[src/rtl/pipe_ctrl_pkg.sv]
`default_nettype none
// ============================================================================
// Module   : pipe_ctrl_pkg
// Purpose  : Shared encodings for the 5-stage pipeline hazard controller.
// Revision : 1.0 - initial release
// ============================================================================
package pipe_ctrl_pkg;

  // EX operand source selects
  localparam logic [1:0] FWD_RF  = 2'b00;
  localparam logic [1:0] FWD_WB  = 2'b01;
  localparam logic [1:0] FWD_MEM = 2'b10;

  // Data-memory handshake FSM states
  typedef logic [0:0] dmem_state_t;
  localparam dmem_state_t ST_IDLE = 1'b0;
  localparam dmem_state_t ST_WAIT = 1'b1;

endpackage : pipe_ctrl_pkg
`default_nettype wire

[src/rtl/fwd_sel.sv]
`default_nettype none
// ============================================================================
// Module   : fwd_sel
// Purpose  : Forwarding select for one EX operand; MEM result beats WB result.
// Revision : 1.0 - initial release
// ============================================================================
module fwd_sel
  import pipe_ctrl_pkg::*;
(
  input  logic [4:0] i_ex_src,
  input  logic [4:0] i_mem_wreg,
  input  logic       i_mem_regwrite,
  input  logic [4:0] i_wb_wreg,
  input  logic       i_wb_regwrite,
  output logic [1:0] o_sel
);

  logic w_mem_hit;
  logic w_wb_hit;

  // $0 is hardwired zero, so a write to it never forwards
  assign w_mem_hit = i_mem_regwrite & (i_mem_wreg != 5'd0) & (i_mem_wreg == i_ex_src);
  assign w_wb_hit  = i_wb_regwrite  & (i_wb_wreg  != 5'd0) & (i_wb_wreg  == i_ex_src);

  always_comb begin
    o_sel = FWD_RF;
    if (w_mem_hit) begin
      o_sel = FWD_MEM;
    end else if (w_wb_hit) begin
      o_sel = FWD_WB;
    end
  end

endmodule : fwd_sel
`default_nettype wire

[src/rtl/pipe_hazard_ctrl.sv]
`default_nettype none
// ============================================================================
// Module   : pipe_hazard_ctrl
// Purpose  : Forwarding, load-use/redirect hazards and dmem freeze sequencing.
// Revision : 1.0 - initial release
// ============================================================================
module pipe_hazard_ctrl
  import pipe_ctrl_pkg::*;
#(
  parameter int MAX_WAIT = 64,
  parameter int CNT_W    = 16
) (
  input  logic             clk,
  input  logic             rst_n,
  input  logic [4:0]       id_rs,
  input  logic [4:0]       id_rt,
  input  logic             id_use_rs,
  input  logic             id_use_rt,
  input  logic [4:0]       ex_rs,
  input  logic [4:0]       ex_rt,
  input  logic [4:0]       ex_wreg,
  input  logic             ex_regwrite,
  input  logic             ex_memtoreg,
  input  logic             ex_redirect,
  input  logic [4:0]       mem_wreg,
  input  logic             mem_regwrite,
  input  logic             mem_access,
  input  logic [4:0]       wb_wreg,
  input  logic             wb_regwrite,
  input  logic             dmem_ack,
  output logic             dmem_req,
  output logic [1:0]       fwd_a,
  output logic [1:0]       fwd_b,
  output logic             stall_pc,
  output logic             stall_ifid,
  output logic             freeze,
  output logic             flush_ifid,
  output logic             flush_idex,
  output logic             mem_err,
  output logic [CNT_W-1:0] stall_cnt,
  output logic [CNT_W-1:0] flush_cnt
);

  localparam int                    c_WAIT_W    = (MAX_WAIT > 2) ? $clog2(MAX_WAIT) : 1;
  localparam logic [c_WAIT_W-1:0]   c_WAIT_LAST = c_WAIT_W'(MAX_WAIT - 1);
  localparam logic [c_WAIT_W-1:0]   c_WAIT_ONE  = c_WAIT_W'(1);
  localparam logic [CNT_W-1:0]      c_CNT_ONE   = CNT_W'(1);

  // --------------------------------------------------------------------------
  // Operand forwarding
  // --------------------------------------------------------------------------
  logic [4:0] w_ex_src [2];
  logic [1:0] w_fwd    [2];

  assign w_ex_src[0] = ex_rs;
  assign w_ex_src[1] = ex_rt;

  for (genvar gi = 0; gi < 2; gi++) begin : g_fwd
    fwd_sel u_fwd_sel (
      .i_ex_src       (w_ex_src[gi]),
      .i_mem_wreg     (mem_wreg),
      .i_mem_regwrite (mem_regwrite),
      .i_wb_wreg      (wb_wreg),
      .i_wb_regwrite  (wb_regwrite),
      .o_sel          (w_fwd[gi])
    );
  end

  assign fwd_a = w_fwd[0];
  assign fwd_b = w_fwd[1];

  // --------------------------------------------------------------------------
  // Data-memory handshake FSM
  // --------------------------------------------------------------------------
  dmem_state_t         r_state;
  dmem_state_t         w_state_nxt;
  logic [c_WAIT_W-1:0] r_wait_cnt;
  logic                r_mem_err;
  logic                w_in_wait;
  logic                w_timeout;
  logic                w_req;
  logic                w_freeze;

  assign w_in_wait = (r_state == ST_WAIT);
  assign w_timeout = w_in_wait & ~dmem_ack & (r_wait_cnt == c_WAIT_LAST);
  // Request is gated by reset so it drops immediately, not at the next edge
  assign w_req     = rst_n & ((~w_in_wait & mem_access) | w_in_wait);
  // On timeout the pipe is released for one cycle so the access retires
  assign w_freeze  = w_req & ~dmem_ack & ~w_timeout;

  always_comb begin
    w_state_nxt = r_state;
    case (r_state)
      ST_IDLE: if (mem_access & ~dmem_ack) w_state_nxt = ST_WAIT;
      ST_WAIT: if (dmem_ack | w_timeout)   w_state_nxt = ST_IDLE;
      default: w_state_nxt = ST_IDLE;
    endcase
  end

  always_ff @(posedge clk or negedge rst_n) begin
    if (!rst_n) begin
      r_state    <= ST_IDLE;
      r_wait_cnt <= '0;
      r_mem_err  <= 1'b0;
    end else begin
      r_state <= w_state_nxt;
      if (!w_in_wait) begin
        r_wait_cnt <= '0;
      end else if (!w_timeout) begin
        r_wait_cnt <= r_wait_cnt + c_WAIT_ONE;
      end
      if (w_timeout) begin
        r_mem_err <= 1'b1;
      end
    end
  end

  // --------------------------------------------------------------------------
  // Hazard priority: freeze > redirect > load-use
  // --------------------------------------------------------------------------
  logic w_load_use;
  logic w_redirect_act;
  logic w_load_use_act;

  assign w_load_use = ex_memtoreg & ex_regwrite & (ex_wreg != 5'd0) &
                      ((id_use_rs & (id_rs == ex_wreg)) |
                       (id_use_rt & (id_rt == ex_wreg)));

  assign w_redirect_act = ~w_freeze & ex_redirect;
  assign w_load_use_act = ~w_freeze & ~ex_redirect & w_load_use;

  assign dmem_req   = w_req;
  assign freeze     = w_freeze;
  assign stall_pc   = w_freeze | w_load_use_act;
  assign stall_ifid = w_freeze | w_load_use_act;
  assign flush_ifid = w_redirect_act;
  assign flush_idex = w_redirect_act | w_load_use_act;
  assign mem_err    = r_mem_err;

  // --------------------------------------------------------------------------
  // Saturating performance counters
  // --------------------------------------------------------------------------
  logic [CNT_W-1:0] r_stall_cnt;
  logic [CNT_W-1:0] r_flush_cnt;

  always_ff @(posedge clk or negedge rst_n) begin
    if (!rst_n) begin
      r_stall_cnt <= '0;
      r_flush_cnt <= '0;
    end else begin
      if ((w_freeze | w_load_use_act) && (r_stall_cnt != '1)) begin
        r_stall_cnt <= r_stall_cnt + c_CNT_ONE;
      end
      if (w_redirect_act && (r_flush_cnt != '1)) begin
        r_flush_cnt <= r_flush_cnt + c_CNT_ONE;
      end
    end
  end

  assign stall_cnt = r_stall_cnt;
  assign flush_cnt = r_flush_cnt;

endmodule : pipe_hazard_ctrl
`default_nettype wire

[config.mk]
export PLATFORM = sky130hd
export DESIGN_NAME = pipe_hazard_ctrl
export DESIGN_NICKNAME = d
export VERILOG_FILES = /design/src/rtl/pipe_ctrl_pkg.sv /design/src/rtl/fwd_sel.sv /design/src/rtl/pipe_hazard_ctrl.sv
export SDC_FILE = /design/constraint.sdc
export NUM_CORES = 1
export LEC_CHECK = 0
export CORE_UTILIZATION = 35
export DETAILED_ROUTE_END_ITERATION = 10
export PLACE_DENSITY = 0.68
export SLEW_MARGIN = 10
export SYNTH_ARGS = -nofsm -noshare
export SYNTH_HDL_FRONTEND = slang
export SYNTH_HIERARCHICAL = 1
export SYNTH_SLANG_ARGS = --single-unit
[constraint.sdc]
create_clock -name clk -period 2.09 [get_ports clk]
set_input_delay 0.418 -clock clk [delete_from_list [all_inputs] [get_ports clk]]
set_output_delay 0.418 -clock clk [all_outputs]
set_load 0.02 [all_outputs]
Word-level counts from Yosys, hierarchy flattened
Index checks and enable logic that the tools add are counted.
- add/sub/neg operators: 3
- equality and inequality tests: 10
- mux-type cells: 9
- bitwise operators: 31
- reduce and logical (&&, ||, !) cells: 5
- operators with widths (operator ; count):
    adder 16 x 1 -> 16 bit, second input constant ; 2
    inequality test 16 bit, second input constant ; 2
    equality test 5 bit ; 6
    AND 1 bit ; 21
    nonzero test 5 bit ; 3
    two-way mux 6 bit ; 2
    adder 6 x 1 -> 6 bit, second input constant ; 1
    equality test 6 bit, second input constant ; 1
    inverter 1 bit ; 5
    OR 1 bit ; 5
    two-way mux 1 bit ; 4
    two-way mux 2 bit ; 2
    logical AND 1 bit ; 2
    inequality test 2 bit, second input constant ; 1
    one-hot mux 1 bit (2 select lines) ; 1
- flip-flop bits (word level): 40
- output and inout bits: 43
- logic and storage cells: 63

Depth between registers and ports, before layout
Gate-level depths: netlist of run 1.
- word-level depth: 11
- mapped depth: 8

Hierarchy
The synthesis of run 1 kept the hierarchy.
- modules (own cells, without submodules) (module ; times used ; cells each ; area each (um2) ; seq. area each (um2)):
    pipe_hazard_ctrl ; 1 ; 200 ; 2069.5 ; 1001.0
    fwd_sel ; 2 ; 21 ; 158.9 ; 0.0

Least setup slack after synthesis of run 1
No wires, ideal clock.
- kind: reg2out
- from: reg r_wait_cnt[0]
- to: out stall_pc
- arrival: 1697 ps
- setup slack: -25 ps
- cell stages (with the launch flop): 8
- path buffers: 1
- cell sequence: dfrtp_1 > ha_1 > and2_1 > a311o_2 > clkinv_4 > a21oi_4 > inv_2 > buf_4
- word-level cells in the longest chain between the ends: 8
- ends and longest elaborated chain (element ; RTL line ; RTL):
    from (decl) ; pipe_hazard_ctrl.sv:77 ; logic [c_WAIT_W-1:0] r_wait_cnt;
    from (signal assigned) ; pipe_hazard_ctrl.sv:110 ; r_wait_cnt <= r_wait_cnt + c_WAIT_ONE;
    equality test 6 bit * ; pipe_hazard_ctrl.sv:85 ; assign w_timeout = w_in_wait & ~dmem_ack & (r_wait_cnt == c_WAIT_LAST);
    AND 1 bit * ; pipe_hazard_ctrl.sv:85 ;
    inverter 1 bit * ; pipe_hazard_ctrl.sv:89 ; assign w_freeze = w_req & ~dmem_ack & ~w_timeout;
    AND 1 bit * ; pipe_hazard_ctrl.sv:89 ;
    via freeze ; pipe_hazard_ctrl.sv:36 ; output logic freeze,
    inverter 1 bit ; pipe_hazard_ctrl.sv:130 ; assign w_load_use_act = ~w_freeze & ~ex_redirect & w_load_use;
    AND 1 bit (2 in a row) ; pipe_hazard_ctrl.sv:130 ;
    OR 1 bit * ; n/a ;
    to (decl) ; pipe_hazard_ctrl.sv:34 ; output logic stall_pc,
The timed path passes the listed nets; every way through them passes the cells marked *.

Worst setup path after layout of run 1
- from: reg r_wait_cnt[0]
- to: out stall_pc
- word-level cells in the longest chain between the ends: 8
- ends and longest elaborated chain (element ; RTL line ; RTL):
    equality test 6 bit * ; pipe_hazard_ctrl.sv:85 ;
    AND 1 bit * ; pipe_hazard_ctrl.sv:85 ;
    inverter 1 bit * ; pipe_hazard_ctrl.sv:89 ;
    AND 1 bit * ; pipe_hazard_ctrl.sv:89 ;
    inverter 1 bit ; pipe_hazard_ctrl.sv:130 ;
    AND 1 bit (2 in a row) ; pipe_hazard_ctrl.sv:130 ;
    OR 1 bit * ; pipe_hazard_ctrl.sv:134 ; assign stall_pc = w_freeze | w_load_use_act;
Mark *: on every way between the ends. The rest lies on a longest branch, timed or not.

==> results of run 1 <==
[cells by family after synthesis]
logic type	Yosys count	share of synthesized area, %
AO/OA/AOI/OAI	29	9.75
XOR/XNOR	51	18.7
adder cells (fa/ha/maj)	3	1.57
buffers and inverters	8	2.25
flip-flops	40	41.9
multiplexers	2	0.943
AND/OR/NAND/NOR	109	24.8
[area by class of cell]
| class | count | area, um^2 | share of cell area (%) |
|---|---|---|---|
| Multi-Input combinational cell | 194 | 1430 | 38.4 |
| Timing Repair Buffer | 116 | 1070 | 28.9 |
| Sequential cell | 40 | 1000 | 26.9 |
| Clock buffer | 7 | 96.3 | 2.59 |
| Tap cell | 77 | 96.3 | 2.59 |
| Inverter | 4 | 22.5 | 0.606 |
[layer usage]
layer | up-vias | share of wire (%)
li1 | 1102 | -
met1 | 1053 | 46
met2 | 43 | 48
met3 | 10 | 3.9
met4 | 0 | 1.3
met5 | - | 0
[how the worst max path moves through the flow]
stage                              start  slack (ns)                  endpoint  depth (start not counted)
2_1_floorplan  r_wait_cnt[0]$_DFFE_PN0P_        0.04  stall_cnt[1]$_DFFE_PN0P_                          7
3_3_place_gp                 mem_wreg[0]       -0.61                  fwd_a[1]                          6
3_5_place_dp                  ex_wreg[4]       -0.62                flush_idex                          8
4_1_cts        r_wait_cnt[1]$_DFFE_PN0P_       -0.10                  stall_pc                          7
5_1_grt        r_wait_cnt[0]$_DFFE_PN0P_       -0.11                  stall_pc                          7
6_report       r_wait_cnt[0]$_DFFE_PN0P_       -0.07                  stall_pc                          7
[cells in the mapped netlist (2+ instances only)]
| master | instances |
|---|---|
| a211oi_2 | 2 |
| a21oi_1 | 6 |
| a31oi_1 | 3 |
| a41oi_1 | 2 |
| and2_1 | 3 |
| and3_1 | 5 |
| buf_4 | 3 |
| dfrtp_1 | 40 |
| ha_1 | 3 |
| inv_1 | 2 |
| mux2_2 | 2 |
| nand2_1 | 26 |
| nand3_1 | 14 |
| nand4_1 | 13 |
| nor2_1 | 17 |
| nor2b_1 | 2 |
| nor3_1 | 10 |
| nor3_2 | 2 |
| nor4_1 | 3 |
| nor4b_1 | 2 |
| o21ai_0 | 4 |
| o41ai_2 | 2 |
| or2_2 | 2 |
| xnor2_1 | 35 |
| xor2_1 | 16 |
[where the power goes]
| part | switching (mW) | internal, mW |
|---|---|---|
| sequential | 0.143 | 0.883 |
| clock | 0.259 | 0.294 |
| combinational | 0.398 | 0.418 |
| total | 0.800 | 1.59 |
[repair_timing]
| action | CTS | global route |
|---|---|---|
| hold buffers | 0 | 0 |
| setup endpoints to repair | 14 | 18 |
| hold endpoints to repair | 0 | 0 |
| pin swaps | 8 | 20 |
| setup buffers | 0 | 0 |
| resized for setup | 71 | 33 |
[cells in the final DEF (no fill, tap or decap), types with 7 or more instances in the layout]
cell type	instances
nand4_1	13
clkdlybuf4s50_1	45
nor3_1	8
nand2_1	26
xor2_1	16
buf_4	31
dlygate4sd2_1	15
dfrtp_1	40
nor2_1	14
dlymetal6s2s_1	14
nand3_1	14
xnor2_1	33
clkbuf_8	7
[registers in the layout, summed over array words and instances, names as in the netlist]
signal      cells
flush_cnt      16
r_wait_cnt      6
r_state         1
mem_err         1
stall_cnt      16
[through the flow]
stage	instances	TNS, ns	setup slack (ns)	util, %	area [um^2]
global route	438	-0.426	-0.109	57.5	3720
CTS	438	-0.369	-0.101	56.1	3620
global placement	431	-9.43	-0.611	54.8	3540
finish	438	-0.226	-0.0664	57.5	3720
detailed placement	431	-10.18	-0.623	54.8	3540
floorplan	242	0	0.0399	-	2390
==> results.md, run 1 <==
Finish:
- Fill cells in the final layout number roughly 580.
- The net total in the final layout is between 400 and 500.
- The antenna diode count is 0.
- From synthesis to final layout, the design area changed by 55.7%.
- In the final layout, the share of cells above drive strength 1 is 22.7%.

Status:
- The final reports fail on setup timing.
- The run finished, with violations left.

Power and ir drop:
- The total power draw is approximately 2.4 mW.
- The leakage dissipation is between 1.5 and 2 nW.
- The worst supply voltage drop on vdd is between 600 and 700 uV.
- For this design the ratio of total power to cell area is ~640 nW/um^2.

Timing:
- The final cycle utilization of the critical path is 103%.
- The count of endpoints failing setup in the final report is 5.
- The tightest slew margin relative to the limit is around two thirds.
- The final-report max-slew violation count was 0.
- Setup repair after global routing could not meet its margin everywhere.
- For the final database, setup skew stands at just under 0.004 ns.
- After layout, the minimum clock period comes to about 2.2 ns.
- Timing would allow up to ~0.46 GHz.
- The final setup slack of the worst path is -0.0664 ns.
- At the pin with the least slew margin, the transition time is between 0.5 and 0.6 ns.
- The final-layout worst hold slack is 0.218 ns.
- The count of endpoints failing hold in the final timing report came to 0.

Setup path:
- The endpoint of the worst-slack reg-to-reg timing path is stall_cnt[1]$_DFFE_PN0P_.
- The number of buffers and inverters on the critical path is 3.
- The critical path in this run is classified as reg2out.
- The worst setup path is launched from a flip-flop.
- The critical path required time is 1.67 ns.
- STA classifies the critical path endpoint as a primary output.
- The peak per-stage delay on the critical path is between 0.4 and 0.5 ns.
- The worst register-to-register path begins at r_wait_cnt[0]$_DFFE_PN0P_.
- The depth of the worst register-to-register path is 8.
- The kind of cell adding the most delay to the critical path is compound AO/OA/AOI/OAI gates.
- The setup check on the worst reg-to-reg path leaves a slack of around 0.05 ns.
- The critical path goes through ha_2, and2_4, a311o_2, clkinv_4, a21oi_4, inv_4, buf_6.
- The worst endpoint data arrival time is 1.74 ns.
- The maximum fanout along the worst path is 5.
- The slowest stage of the critical path belongs to the cell a311o_2.

Synthesis:
- The number of flops mapped to enable cells by yosys is 0.
- The synthesized area is about 2400 um^2.
- Averaged over all synthesized cells, the footprint is roughly 9.9 um^2.
- The leading register cell type out of synthesis is dfrtp_1.
- Ranked by total cell area, the synthesized netlist is headed by dfrtp_1 42%, xnor2_1 13%, xor2_1 5.9%.
- The top-area cell type share of the netlist area is between 40% and 50%.
- The unique cell type count in the Yosys netlist is 48.
- Counting flops with an async set or reset pin after synthesis yields a share of 100%.
- The sequential fraction of the synthesis area is a little over two fifths.
- The number of cells produced by synthesis is 242.
- The cell type with the largest total area after synthesis is dfrtp_1.
- The count of warnings emitted by yosys is 6.
- The number of nets in the synthesized netlist is 291.
- In this run, synthesis produced a sequential element count of 40.

Clocking:
- At the later pin of the worst-skew pair, clock insertion delay measures 0.29 ns.
- TritonCTS built the clock tree.
- CTS built an H-tree with a depth of 2.
- Clock-pin slew was measured on the worst setup and hold paths at 0.07 ns.
- Clock tree synthesis selected as its root buffer the cell clkbuf_8.
- Clock tree synthesis inserted a total of 5 buffers.
- Clock tree synthesis found a total of 40 sinks.
- In this run the deepest clock path goes through 2 buffers.

Route:
- The number of remaining DRC errors is 0.
- The first routing iteration left 103 violations.
- Using the TritonRoute via totals, the vias-per-cell ratio works out to slightly above 5.
- The final wirelength is 6.47 mm.
- Detailed routing inserted a total of 2208 vias.
- The remaining number of nets flagged by the antenna check after routing is 0.
- The detailed-router iteration count before antenna repair is 6.
- The average wire length per cell after detail routing is 14.8 um.

GRT:
- Entering global routing, the biggest net connects 41 pins.
- The wire length of the first global-routing pass is between 10 and 15 mm.
- The global router's overall resource usage is between 10% and 20%.
- For this run, global-route usage on met2 was measured as slightly above 30%.
- The initial antenna violation count is 0.
- Summed over all layers, the global routing overflow is 0.
- The met1 routing resource usage after global routing is 25.2%.
- The met3 usage is between 3 and 4%.
- The number of global-route vias before repair came to between 2k and 2.5k.
- In this run the most used layer during global routing was met2.

Flow run:
- The count of max-cap constraint violations is 0.

Floorplanning:
- The core area is 6460 um^2.
- The initial utilization of the core area, before any placement, comes to 37.0%.
- The top-level I/O count is 89.
- The number of rows in the core area is 29.
- The full die area is ~7200 um^2.
- The horizontal extent of the die is 84.6 um.
- The floorplan step set the die height to about 85 um.

Place:
- Detailed placement finished with a half-perimeter wire length of 4.89 mm.
- In this run the tool buffered the top-level ports with ~90 buffer cells.
- At the end of routability-driven placement, the weighted congestion stood at roughly 0.85.

Min path:
- In this run the worst hold path is classified as in2async.
Note: power is estimated with default switching activity, not from simulation.
==> run 2, diff against run 1 <==
--- a/config.mk
+++ b/config.mk
@@ -8,6 +8,7 @@
 export CORE_UTILIZATION = 35
 export DETAILED_ROUTE_END_ITERATION = 10
 export PLACE_DENSITY = 0.68
+export SKIP_LAST_GASP = 1
 export SLEW_MARGIN = 10
 export SYNTH_ARGS = -nofsm -noshare
 export SYNTH_HDL_FRONTEND = slang
==> run 2 against run 1 <==
Against the previous run:
- the run still ends with setup timing left
- sequential cell count unchanged
- worst setup slack worse by 0.00070 ns
- critical path type unchanged
- global-route usage unchanged
- power about the same
- register-to-register slack about the same
- critical path depth unchanged
==> results.md, run 2 (same netlist as run 1, synthesis figures left out) <==
Finish:
- The library cell used most frequently in the layout, excluding fill and tap cells, is clkdlybuf4s50_1.
- The sequential standard cell area is roughly 1000 um^2.
- After filler insertion, the fill cell instance count of the layout stands at approximately 580.
- Compared with the post-synthesis result, the final layout area differs by 55.8%.
- The area used by multi-input combinational logic is ~1400 um^2.
- Leaving out fill and tap cells, the most frequent cells in the layout are 45 x clkdlybuf4s50_1, 40 x dfrtp_1, 33 x xnor2_1.
- The final cell count without fillers is 438.
- The net total in the final layout is a little over 400.
- The antenna diode count is 0.
- In the final layout, the share of cells above drive strength 1 is between 20% and 30%.

Clocking:
- The maximum number of buffers from clock root to sink is 2.
- The number of clock buffers inserted by TritonCTS is 5.
- Clock tree synthesis selected as its root buffer the cell clkbuf_8.
- The number of sinks on the clock net is 40.
- The number of levels in the clock H-tree is 2.
- The post-CTS setup-driven buffer insertion count is 0.
- The latest clock arrival within the worst-skew pair is roughly 0.29 ns.
- TritonCTS built the clock tree.
- The clock edge transition at the registers on the reported setup and hold paths is roughly 0.07 ns.

Floorplanning:
- The full die area is about 7200 um^2.
- The top-level I/O count is between 80 and 90.
- The initial core utilization is 37.0%.
- The floorplan has 29 rows.
- In this run the horizontal extent of the chip is between 80 and 90 um.
- The core area is approximately 6500 um^2.
- The height of the die is ~85 um.

Setup path:
- STA classifies the critical path startpoint as a flip-flop.
- The peak per-stage delay on the critical path is between 0.4 and 0.5 ns.
- The critical path goes through ha_2, and2_4, a311o_2, clkinv_4, a21oi_4, inv_4, buf_6.
- Counting both buffers and inverters, the worst setup path holds a total of 3.
- Among cell families on the critical path, the largest total delay comes from compound AO/OA/AOI/OAI gates.
- The slowest stage of the critical path is the a311o_2 cell.
- The critical path start-end classification is reg2out.
- The worst endpoint data arrival time is around 1.7 ns.
- Along the worst path, the maximum fanout reaches 5.
- STA classifies the critical path endpoint as a primary output.
- The critical path required time is about 1.7 ns.

Route:
- The final wirelength is 6.46 mm.
- The number of remaining DRC errors is 0.
- Once detail routing completed, the nets flagged for antenna violations numbered 0.
- The detailed-router iteration count before antenna repair is 6.
- The first routing iteration left 88 violations.
- The via-per-instance ratio is 5.05.
- The count of vias placed by the detailed router is between 2k and 2.5k.
- After detailed routing, the average wire length per cell comes to between 10 and 15 um.

Place:
- Routability-driven placement finished with a final weighted congestion of 0.848.
- The number of input and output port buffers inserted is 88.
- The cell count after placement is 431.
- The placed wire-length estimate is about 5 mm.

GRT:
- The largest net degree at the start of global routing is 41.
- In the global route stage, met1 resource usage came out at ~25%.
- The number of global-route vias before repair is ~2.2k.
- The met3 usage is under 10%.
- The met2 usage is approximately 30%.
- The global router's overall resource usage is between 10% and 20%.
- The layer flagged by global routing as most heavily used is met2.
- The total grt overflow is 0.
- The wire length of the first global-routing pass is roughly 11 mm.
- The initial antenna violation count came to 0.

Power and ir drop:
- The total power draw is ~2.4 mW.
- The cell area power density is 644 nW/um^2.
- The analysis attributes to cell leakage a power of roughly 1.7 nW.
- The worst supply voltage drop on vdd is between 600 and 700 uV.

Timing:
- Setup repair after global routing could not meet its margin everywhere.
- Setup violations remaining at the end of the flow were counted as 5.
- The count of endpoints failing hold in the final timing report is 0.
- The slew at the pin with the worst max-slew slack is 0.505 ns.
- After layout, the worst setup slack is -0.0671 ns.
- The final-report max-slew violation count is 0.
- The routed design could run at a clock period as short as between 2 and 2.5 ns.
- The clock skew after layout is 0.00394 ns.
- The maximum achievable frequency is roughly 0.46 GHz.
- The final cycle utilization of the critical path is 103%.
- The tightest slew margin relative to the limit is around two thirds.

Status:
- The final reports fail on setup timing.
- The run finished, with violations left.

Flow run:
- Across the run, the number of max-cap violations was 0.

Min path:
- The path class of the lowest-slack min-delay path is in2async.
run 2: changes by cell type in the layout (fill, tap and decap cells not counted), sizes merged:
cell,change
dlygate4sd2,-1
dlymetal6s2s,+1
run 2: worst paths after layout:
check	startpoint	to	slack, ns	cells past startpoint
worst min register to register	mem_err$_DFFE_PN0N_	mem_err$_DFFE_PN0N_	0.48	1
worst min-delay path	rst_n	r_wait_cnt[2]$_DFFE_PN0P_	0.22	2
max in group asynchronous	rst_n	flush_cnt[5]$_DFFE_PN0P_	1.53	2
worst max register to register	r_wait_cnt[0]$_DFFE_PN0P_	stall_cnt[1]$_DFFE_PN0P_	0.05	8
min in group clk	mem_err$_DFFE_PN0N_	mem_err$_DFFE_PN0N_	0.48	1
worst max-delay path	r_wait_cnt[0]$_DFFE_PN0P_	stall_pc	-0.07	7
run 2: repair_timing:
action,4_1_cts,5_1_grt
gates resized for setup,70,34
endpoints found under the setup margin,14,18
hold buffers,0,0
pin swaps,7,20
hold endpoints to repair,0,0
run 2: layout make-up:
cell class              count  share of cell area [%]
clock buffers               7                    2.59
inverters                   4                   0.605
multi-input cells         194                    38.3
flip-flops and latches     40                    26.9
well taps                  77                    2.59
repair buffers            116                    29.0
run 2: layer usage:
layer	part of all wire, %	vias to the layer above
li1	-	1102
met1	46	1053
met2	48	45
met3	4.0	12
met4	1.5	0
met5	0	-
run 2: report_power, final:
group / leakage, nW / switching, mW / internal, mW
clock: 0.0503 / 0.258 / 0.294
combinational: 1.14 / 0.398 / 0.418
sequential: 0.535 / 0.143 / 0.883
total: 1.72 / 0.799 / 1.60
run 2: metrics by stage:
stage | setup TNS [ns] | worst slack [ns] | cell area (um^2) | hold WS, ns | util, %
floorplan | 0 | 0.0399 | 2390 | 0.122 | -
global placement | -9.43 | -0.611 | 3540 | 0.461 | 54.8
detailed placement | -10.18 | -0.623 | 3540 | 0.461 | 54.8
CTS | -0.385 | -0.101 | 3620 | 0.216 | 56.1
global route | -0.426 | -0.109 | 3720 | 0.265 | 57.6
finish | -0.227 | -0.0671 | 3720 | 0.218 | 57.6
==> run 3, diff against run 2 <==
--- a/config.mk
+++ b/config.mk
@@ -6,6 +6,7 @@
 export NUM_CORES = 1
 export LEC_CHECK = 0
 export CORE_UTILIZATION = 35
+export CTS_CLUSTER_DIAMETER = 150
 export DETAILED_ROUTE_END_ITERATION = 10
 export PLACE_DENSITY = 0.68
 export SKIP_LAST_GASP = 1
==> results of run 3 <==
The final DEF is identical to that of run 2; final timing and power are the same.
